## config.mk

```make
export PLATFORM = sky130hd
export DESIGN_NAME = multicycle_control
export DESIGN_NICKNAME = d
export VERILOG_FILES = /design/src/rtl/ctrl_pkg.sv /design/src/rtl/opcode_class.sv /design/src/rtl/multicycle_control.sv
export SDC_FILE = /design/constraint.sdc
export NUM_CORES = 1
export LEC_CHECK = 0
export ABC_AREA = 1
export CORE_MARGIN = 4
export CORE_UTILIZATION = 47
export CTS_BUF_LIST = sky130_fd_sc_hd__clkbuf_8
export DETAILED_ROUTE_END_ITERATION = 8
export HOLD_SLACK_MARGIN = 0.05
export PLACE_DENSITY = 0.83
export SYNTH_ARGS = -nofsm -noshare
export SYNTH_HDL_FRONTEND = slang
export SYNTH_SLANG_ARGS = --single-unit
```

## constraint.sdc

```tcl
create_clock -name clk -period 2.6 [get_ports clk]
set_input_delay 0.65 -clock clk [delete_from_list [all_inputs] [get_ports clk]]
set_output_delay 0.65 -clock clk [all_outputs]
set_load 0.02 [all_outputs]
```

## src/rtl/ctrl_pkg.sv

```systemverilog
// Shared encodings for the multicycle controller: FSM states, opcodes, opcode classes,
// ALU operation selects and write-back source selects.
package ctrl_pkg;

  typedef enum logic [2:0] {
    StFetch  = 3'd0,
    StDecode = 3'd1,
    StExec   = 3'd2,
    StMem    = 3'd3,
    StWb     = 3'd4,
    StTrap   = 3'd5
  } state_e;

  localparam logic [6:0] OpR      = 7'b0110011;
  localparam logic [6:0] OpIalu   = 7'b0010011;
  localparam logic [6:0] OpLoad   = 7'b0000011;
  localparam logic [6:0] OpStore  = 7'b0100011;
  localparam logic [6:0] OpBranch = 7'b1100011;
  localparam logic [6:0] OpJal    = 7'b1101111;

  localparam logic [2:0] ClsR      = 3'd0;
  localparam logic [2:0] ClsIalu   = 3'd1;
  localparam logic [2:0] ClsLoad   = 3'd2;
  localparam logic [2:0] ClsStore  = 3'd3;
  localparam logic [2:0] ClsBranch = 3'd4;
  localparam logic [2:0] ClsJal    = 3'd5;
  localparam logic [2:0] ClsNone   = 3'd7;

  localparam logic [1:0] AluAdd   = 2'b00;
  localparam logic [1:0] AluSub   = 2'b01;
  localparam logic [1:0] AluRtype = 2'b10;
  localparam logic [1:0] AluItype = 2'b11;

  localparam logic [1:0] WbAlu = 2'b00;
  localparam logic [1:0] WbMem = 2'b01;
  localparam logic [1:0] WbPc4 = 2'b10;

endpackage

```

## src/rtl/opcode_class.sv

```systemverilog
// Combinational opcode classifier: maps a 7-bit opcode to a class code and a legal bit.
module opcode_class
  import ctrl_pkg::*;
(
  input  logic [6:0] opcode,
  output logic [2:0] cls,
  output logic       legal
);

  always_comb begin
    cls   = ClsNone;
    legal = 1'b1;
    case (opcode)
      OpR:      cls = ClsR;
      OpIalu:   cls = ClsIalu;
      OpLoad:   cls = ClsLoad;
      OpStore:  cls = ClsStore;
      OpBranch: cls = ClsBranch;
      OpJal:    cls = ClsJal;
      default:  legal = 1'b0;
    endcase
  end

endmodule

```

## src/rtl/multicycle_control.sv

```systemverilog
// Multicycle datapath controller: FETCH/DECODE/EXEC/MEM/WB sequencing with a sticky TRAP state
// for illegal opcodes.
module multicycle_control
  import ctrl_pkg::*;
#(
  parameter int unsigned USE_MEM_READY = 1,
  parameter int unsigned ALUOP_W       = 2
) (
  input  logic               clk,
  input  logic               reset,
  input  logic [6:0]         opcode,
  input  logic               zero,
  input  logic               mem_ready,
  output logic               pc_write,
  output logic               ir_write,
  output logic               branch,
  output logic               mem_read,
  output logic               mem_write,
  output logic               mem_to_reg,
  output logic               alu_src,
  output logic               reg_write,
  output logic [ALUOP_W-1:0] alu_op,
  output logic [1:0]         wb_sel,
  output logic               instr_done,
  output logic               illegal,
  output logic [2:0]         state
);

  state_e     state_q, state_d;
  logic [6:0] opcode_q;
  logic       rst_q;
  logic [6:0] cls_opcode;
  logic [2:0] cls;
  logic       legal;
  logic       mem_ok;
  logic [1:0] alu_op2;

  // Single classifier: sees the live opcode while decoding, the latched one afterwards.
  assign cls_opcode = (state_q == StDecode) ? opcode : opcode_q;
  assign mem_ok     = (USE_MEM_READY == 0) || mem_ready;

  opcode_class u_opcode_class (
    .opcode(cls_opcode),
    .cls   (cls),
    .legal (legal)
  );

  always_ff @(posedge clk) begin
    if (reset) begin
      state_q  <= StFetch;
      opcode_q <= '0;
      rst_q    <= 1'b1;
    end else begin
      state_q <= state_d;
      rst_q   <= 1'b0;
      if (state_q == StDecode) opcode_q <= opcode;
    end
  end

  always_comb begin
    state_d    = state_q;
    pc_write   = 1'b0;
    ir_write   = 1'b0;
    branch     = 1'b0;
    mem_read   = 1'b0;
    mem_write  = 1'b0;
    mem_to_reg = 1'b0;
    alu_src    = 1'b0;
    reg_write  = 1'b0;
    alu_op2    = AluAdd;
    wb_sel     = WbAlu;
    instr_done = 1'b0;
    illegal    = 1'b0;
    unique case (state_q)
      StFetch: begin
        mem_read = 1'b1;
        // The first cycle after reset keeps fetching without committing pc/ir.
        if (mem_ok && !rst_q) begin
          ir_write = 1'b1;
          pc_write = 1'b1;
          state_d  = StDecode;
        end
      end
      StDecode: state_d = legal ? StExec : StTrap;
      StExec: begin
        case (cls)
          ClsR: begin
            alu_op2 = AluRtype;
            state_d = StWb;
          end
          ClsIalu: begin
            alu_src = 1'b1;
            alu_op2 = AluItype;
            state_d = StWb;
          end
          ClsLoad, ClsStore: begin
            alu_src = 1'b1;
            state_d = StMem;
          end
          ClsBranch: begin
            alu_op2    = AluSub;
            branch     = 1'b1;
            pc_write   = zero;
            instr_done = 1'b1;
            state_d    = StFetch;
          end
          ClsJal: begin
            pc_write = 1'b1;
            state_d  = StWb;
          end
          default: state_d = StTrap;
        endcase
      end
      StMem: begin
        if (cls == ClsLoad) begin
          mem_read = 1'b1;
          if (mem_ok) state_d = StWb;
        end else begin
          mem_write = 1'b1;
          if (mem_ok) begin
            instr_done = 1'b1;
            state_d    = StFetch;
          end
        end
      end
      StWb: begin
        reg_write  = 1'b1;
        instr_done = 1'b1;
        state_d    = StFetch;
        if (cls == ClsLoad) begin
          wb_sel     = WbMem;
          mem_to_reg = 1'b1;
        end else if (cls == ClsJal) begin
          wb_sel = WbPc4;
        end
      end
      StTrap:  illegal = 1'b1;
      default: state_d = StFetch;
    endcase

    // Quiet every strobe while reset is asserted, whatever state is being abandoned.
    if (reset) begin
      pc_write   = 1'b0;
      ir_write   = 1'b0;
      branch     = 1'b0;
      mem_read   = 1'b0;
      mem_write  = 1'b0;
      mem_to_reg = 1'b0;
      alu_src    = 1'b0;
      reg_write  = 1'b0;
      alu_op2    = AluAdd;
      wb_sel     = WbAlu;
      instr_done = 1'b0;
      illegal    = 1'b0;
    end
  end

  assign alu_op = ALUOP_W'(alu_op2);
  assign state  = state_q;

endmodule

```

# Word-level counts from Yosys, hierarchy flattened
# Index checks and enable logic that the tools add are counted.
dict set report totals {
  ram_bits 0
  memories 0
  word_cells 77
  output_inout_bits 17
  latch_bits 0
  mem_bits_ro 0
  inputBits 11
  regBits 11
}
dict set report classes {
  n_reduce_logical 9
  n_mul 0
  n_shift 0
  order_cmp 0
  n_mux 46
  bitwise 1
  div 0
  add_sub_neg 0
  eq_ne 18
}
# cell n
set op_table {}
lappend op_table {{$mux 1} 26}
lappend op_table {{$pmux 3 s6} 1}
lappend op_table {{$mux 3} 5}
lappend op_table {{$pmux 3 s5} 1}
lappend op_table {{$eq 7x6->1 const B} 2}
lappend op_table {{$eq 7x7->1 const B} 2}
lappend op_table {{$eq 3x2->1 const B} 4}
lappend op_table {{$eq 3x3->1 const B} 4}
lappend op_table {{$mux 2} 6}
lappend op_table {{$pmux 3 s3} 1}
lappend op_table {{$eq 7x2->1 const B} 1}
lappend op_table {{$eq 7x5->1 const B} 1}
lappend op_table {{$mux 7} 1}
lappend op_table {{$eq 3x1->1 const B} 2}
lappend op_table {{$logic_not 3->1} 2}
lappend op_table {{$pmux 1 s2} 3}
lappend op_table {{$pmux 2 s3} 1}
lappend op_table {{$reduce_or 3->1} 2}
lappend op_table {{$reduce_or 6->1} 1}
lappend op_table {{$ne 2x2->1 const B} 2}
lappend op_table {{$pmux 1 s3} 1}
lappend op_table {{$reduce_and 3->1} 1}
lappend op_table {{$reduce_or 2->1} 1}
lappend op_table {{$logic_and 1x1->1} 1}
lappend op_table {{2 further kinds} 2}

# Logic depth before layout (Yosys ltp)
dict set report depth {
  ltp_word 9
  mapped_depth 15
  depth_no_buf 14
}

# Cells and area by module
# From an unflattened synthesis, not the netlist that was laid out.
dict set report unflattened {
  cells_unflattened 148
  hier_area_um2 937.1
}
# module seq_area_each_um2 cells_each area_each_um2 n_inst
set by_module_without_submodules {}
lappend by_module_without_submodules {multicycle_control 220.2 124 812.0 1}
lappend by_module_without_submodules {opcode_class 0.0 24 125.1 1}

# Least setup slack after synthesis
# OpenSTA, ideal clock, no wires.
dict set report synth_timing {
  path_type {reg2out}
  start {reg state_q[2], in the netlist state[2]}
  end {out wb_sel[0]}
  n_path_buf 2
  arrival_time_ps 1911
  path_stages_with_launch 11
  t_required_ps 1950
  setup_slack_ps 39
  path_cell_list {dfxtp_1 -> nor2_4 -> nand2_4 -> buf_8 -> nand2_1 -> o21ai_4 -> inv_2 -> nor2_1 -> nand2_1 -> nor2_1 -> buf_4}
}
dict set report synth_between {
  elab_chain_len 8
  word_cells_on_any_way 14
  classes_between {9 x eq/ne; 5 x mux}
}
# item line_no
set synth_rtl {}
lappend synth_rtl {{start, declared} multicycle_control.sv:29} ;# state_e state_q, state_d;
lappend synth_rtl {{start signal, assigned} multicycle_control.sv:50} ;# state_q <= StFetch;
lappend synth_rtl {{start signal, assigned} multicycle_control.sv:54} ;# state_q <= state_d;
lappend synth_rtl {{$eq 3x1->1} multicycle_control.sv:39} ;# assign cls_opcode = (state_q == StDecode) ? opcode : opcode_q;
lappend synth_rtl {{$mux 7} -}
lappend synth_rtl {{$eq 7x7->1, or another cell as far along} opcode_class.sv:13} ;# case (opcode)
lappend synth_rtl {{$pmux 3 s6} opcode_class.sv:13}
lappend synth_rtl {{$eq 3x2->1} multicycle_control.sv:130} ;# if (cls == ClsLoad) begin
lappend synth_rtl {{$mux 2} multicycle_control.sv:130}
lappend synth_rtl {{$mux 2 *} multicycle_control.sv:74} ;# unique case (state_q)
lappend synth_rtl {{$mux 2 *} multicycle_control.sv:142} ;# if (reset) begin
lappend synth_rtl {{end, declared} multicycle_control.sv:23} ;# output logic [1:0] wb_sel,
# Every way passes the cells marked *; elsewhere a longest branch is shown, timed or not.

# Worst setup path after layout
dict set report layout_timing {
  start {reg state_q[1], in the netlist state[1]}
  end {out pc_write}
}
dict set report layout_between {
  elab_chain_len 8
  word_cells_on_any_way 16
  classes_between {10 x eq/ne; 5 x mux; 1 x reduce/logical}
}
# item line_no
set layout_rtl {}
lappend layout_rtl {{$eq 3x1->1} multicycle_control.sv:39}
lappend layout_rtl {{$mux 7} -}
lappend layout_rtl {{$eq 7x7->1, or another cell as far along} opcode_class.sv:13}
lappend layout_rtl {{$pmux 3 s6} opcode_class.sv:13}
lappend layout_rtl {{$eq 3x3->1} multicycle_control.sv:86} ;# case (cls)
lappend layout_rtl {{$pmux 1 s2} multicycle_control.sv:86}
lappend layout_rtl {{$pmux 1 s2 *} multicycle_control.sv:74}
lappend layout_rtl {{$mux 1 *} multicycle_control.sv:142}
lappend layout_rtl {{end, declared} multicycle_control.sv:14} ;# output logic pc_write,
# Marked as above.

==> impl_results.md <==
- DRC viols: 0
- IO Port Bufs: 27
- Endpoints failing hold: 0
- DR top layer: met4
- Min Tclk post-route: about 2.5 ns
- Syn_nets: 152
- # rows: 15
- Final Max Slew Viols: 0
- Initial DRC count: 56
- Placer congestion estimate: 0.9752
- Fill cells: between 100 and 150
- Total leakage power: 0.7273 nW
- Ant diodes: 0
- Final hold slack: 0.6007 ns
- Distinct cells, synth: 25
- # clock sinks: 11
- CTS Buf Count: 3
- DIE AREA: between 0.002 and 0.003 mm^2
- CP max-delay cell: dfxtp_2
- PD cells: 992.8 mW/mm^2
- Clock root buffer: clkbuf_8
- DP Area: 0.001355 mm^2
- Measured slew at the worst slew-check pin: 0.3521 ns
- Post-Syn Area: 893.4 um^2
- First-pass GRT wire length: 4740 um
- Hold buffers post-CTS: 0
- Cell with the most instances after synthesis: nand2_1
- EDFF count, synth: 0
- Drt pass-1 iters: 4
- Total gr overflow: 0
- Worst Setup End Kind: output pin
- Vias: 1,115
- Routed wire length on met2: 1568 um
- CTS tree: built
- Met1 wire length: about 1300 um
- Most frequent cells after synthesis: nand2_1 (33), inv_1 (20), nor2_1 (18), dfxtp_1 (11)
- Syn Inst Count: around 140
- CP required: ~2.0 ns
- FFs w/ async S/R, synth: 0
- Delay-heaviest family, CP: simple AND/OR/NAND/NOR gates
- Synth Flop Type: dfxtp_1
- Worst Path Max Fanout: 5
- CORE AREA: 0.001764 mm^2
- Layout area overhead: 63.59%
- CTS clk-pin slew, worst paths: 0.06 ns
- Sequential share of the synthesized area: 0.2465
- Routed WL per cell: ~13 um
- Syn avg cell area: between 6 and 7 um^2
- Initial antenna violation count: 0
- RSZ-0062 raised after global routing: true
- Final period utilization: 0.9796
- CP Class: flip-flop to output pin
- Drt total wl: 2989 um
- Synth top area cells: dfxtp_1 (25%), nand2_1 (14%), inv_1 (8.4%), nor2_1 (7.6%), nand2_2 (6.3%)
- Cell repeated most along the worst path: nand2_1
- Final ANT Viol Nets: 0
- Number of global-route vias before repair: 1,098
- Die H: 51.60 um
- Final Cell Area: 0.001461 mm^2
- Storage element area: 224.0 um^2
- Critical path data arrival time: 1.90 ns
- H-Tree Depth: 1
- Ordered cell list for the critical path: nor2_4 > buf_6 > nand2_4 > nand2_1 > o21ai_4 > nor2_4 > nand2_4 > inv_2 > nand2_1 > nand2_1 > nand2_1 > a21oi_2 > buf_6
- Crit-path max cell delay: 0.33 ns
- Die X: between 50 and 60 um
- Share of post-route cells with drive strength above 1: 0.4271
- Footprint of the multi-input gates: 605.6 um^2
- Initial Utilization: 0.5064
- Setup violations, final: 0
- Synth warnings: 0
- Io pins: 28
- Max_cap viols: 0
- Nets@finish: 211
- GRT Util Overall: 0.2340
- Detail Route met3 WL: 130 um
- Post-DP HPWL: 1966 um
- Area leader, netlist: dfxtp_1
- Largest net degree at the start of global routing: 12
- Worst-skew pair later-pin latency: about 0.24 ns
- Synth Register Bits: 11
- Status: finished clean
- Worst VDD drop: 0.8250 mV
- HP Class: flip-flop to flip-flop
- Crit path buffers/inverters: 3
- Clock Tree Buf Depth: 2
- Fmax: roughly 400 MHz
- Clk_skew: 0.002622 ns
- Post-synth top area share: 0.2465
- Via/cell ratio: 4.978
- Worst relative slew slack: 0.7635
- Startpoint Class: flip-flop
## cells in the final DEF, fill, tap and decap left out
master and instances:
nand3_2 1, buf_2 6, inv_1 20, inv_4 2, nor2_1 17, inv_2 3
clkbuf_2 2, a21oi_2 4, clkbuf_8 3, buf_4 31, dlygate4sd2_1 9, nand3b_1 3
o211ai_1 1, a21oi_1 2, nand2_2 12, nor4_4 1, dfxtp_2 3, nand2_8 1
nand2_1 29, nor2_2 1, buf_6 4, a31oi_1 1, nand3_1 9, clkdlybuf4s50_1 6
clkinv_1 1, dfxtp_1 8, nor4_1 1, nand2_4 5, o21ai_4 1, nor3_1 6
a31o_1 1, nor2_4 5
## per-stage QoR
| stage | setup WS [ns] | instances | util | power [mW] | TNS [ns] |
|---|---|---|---|---|---|
| 6_report | 0.05291 | 224 | 0.8284 | 1.451 | 0 |
| 5_1_grt | -0.03609 | 224 | 0.8284 | 1.550 | -0.1052 |
| 4_1_cts | 0.002600 | 221 | 0.8142 | 1.349 | 0 |
| 3_5_place_dp | -0.6355 | 214 | 0.7681 | 1.099 | -6.256 |
| 3_3_place_gp | -0.5950 | 214 | 0.7681 | 1.075 | -6.000 |
| 2_1_floorplan | 0.03927 | 141 | - | 0.8114 | 0 |
## registers in the layout (all words and copies together), names as in the netlist
register,count
opcode_q,7
rst_q,1
state,3
## final timing paths
path          startpoint     endpoint  slack, ns  cells past startpoint
max             state[1]     pc_write       0.05                     13
min          opcode_q[1]  opcode_q[1]       0.60                      4
max reg2reg     state[1]     state[0]       0.57                     16
min reg2reg  opcode_q[1]  opcode_q[1]       0.60                      4
## worst min-delay path, stage by stage, from the launching register on
cell     delay (ns)
dfxtp_1        0.29
inv_1          0.08
nand2_4        0.05
nand2_2        0.09
nor2_1         0.05
## power by group
part           internal, mW  total, mW  switching (mW)
combinational         0.431       1.01           0.581
clock                 0.104      0.178          0.0733
sequential            0.222      0.262          0.0399
total                 0.757       1.45           0.694
## cells by family after synthesis
| kind of cell | share of synthesized area |
|---|---|
| buffers and inverters | 0.1471 |
| and+or+nand+nor | 0.5252 |
| DFF | 0.2465 |
| AOI/OAI and AO/OA | 0.08124 |
## metal layers
metal,GRT usage,vias up
met5,0,-
met4,0.04367,0
met3,0.04011,4
met2,0.4492,32
met1,0.2678,525
li1,-,554
## layout make-up
type / instances / share of cell area
Multi-Input combinational cell: 101 / 0.4144
Timing Repair Buffer: 58 / 0.3125
Clock buffer: 3 / 0.02825
Sequential cell: 11 / 0.1533
Tap cell: 25 / 0.02140
Inverter: 25 / 0.06764
Clock inverter: 1 / 0.002568
## timing repair
item                                    CTS  global route
gates cloned                              0             1
pin swaps                                17             6
endpoints found under the setup margin   14            11
gates resized for setup                  60            22
setup buffers                             3             2
(Power assumes the default switching activity.)
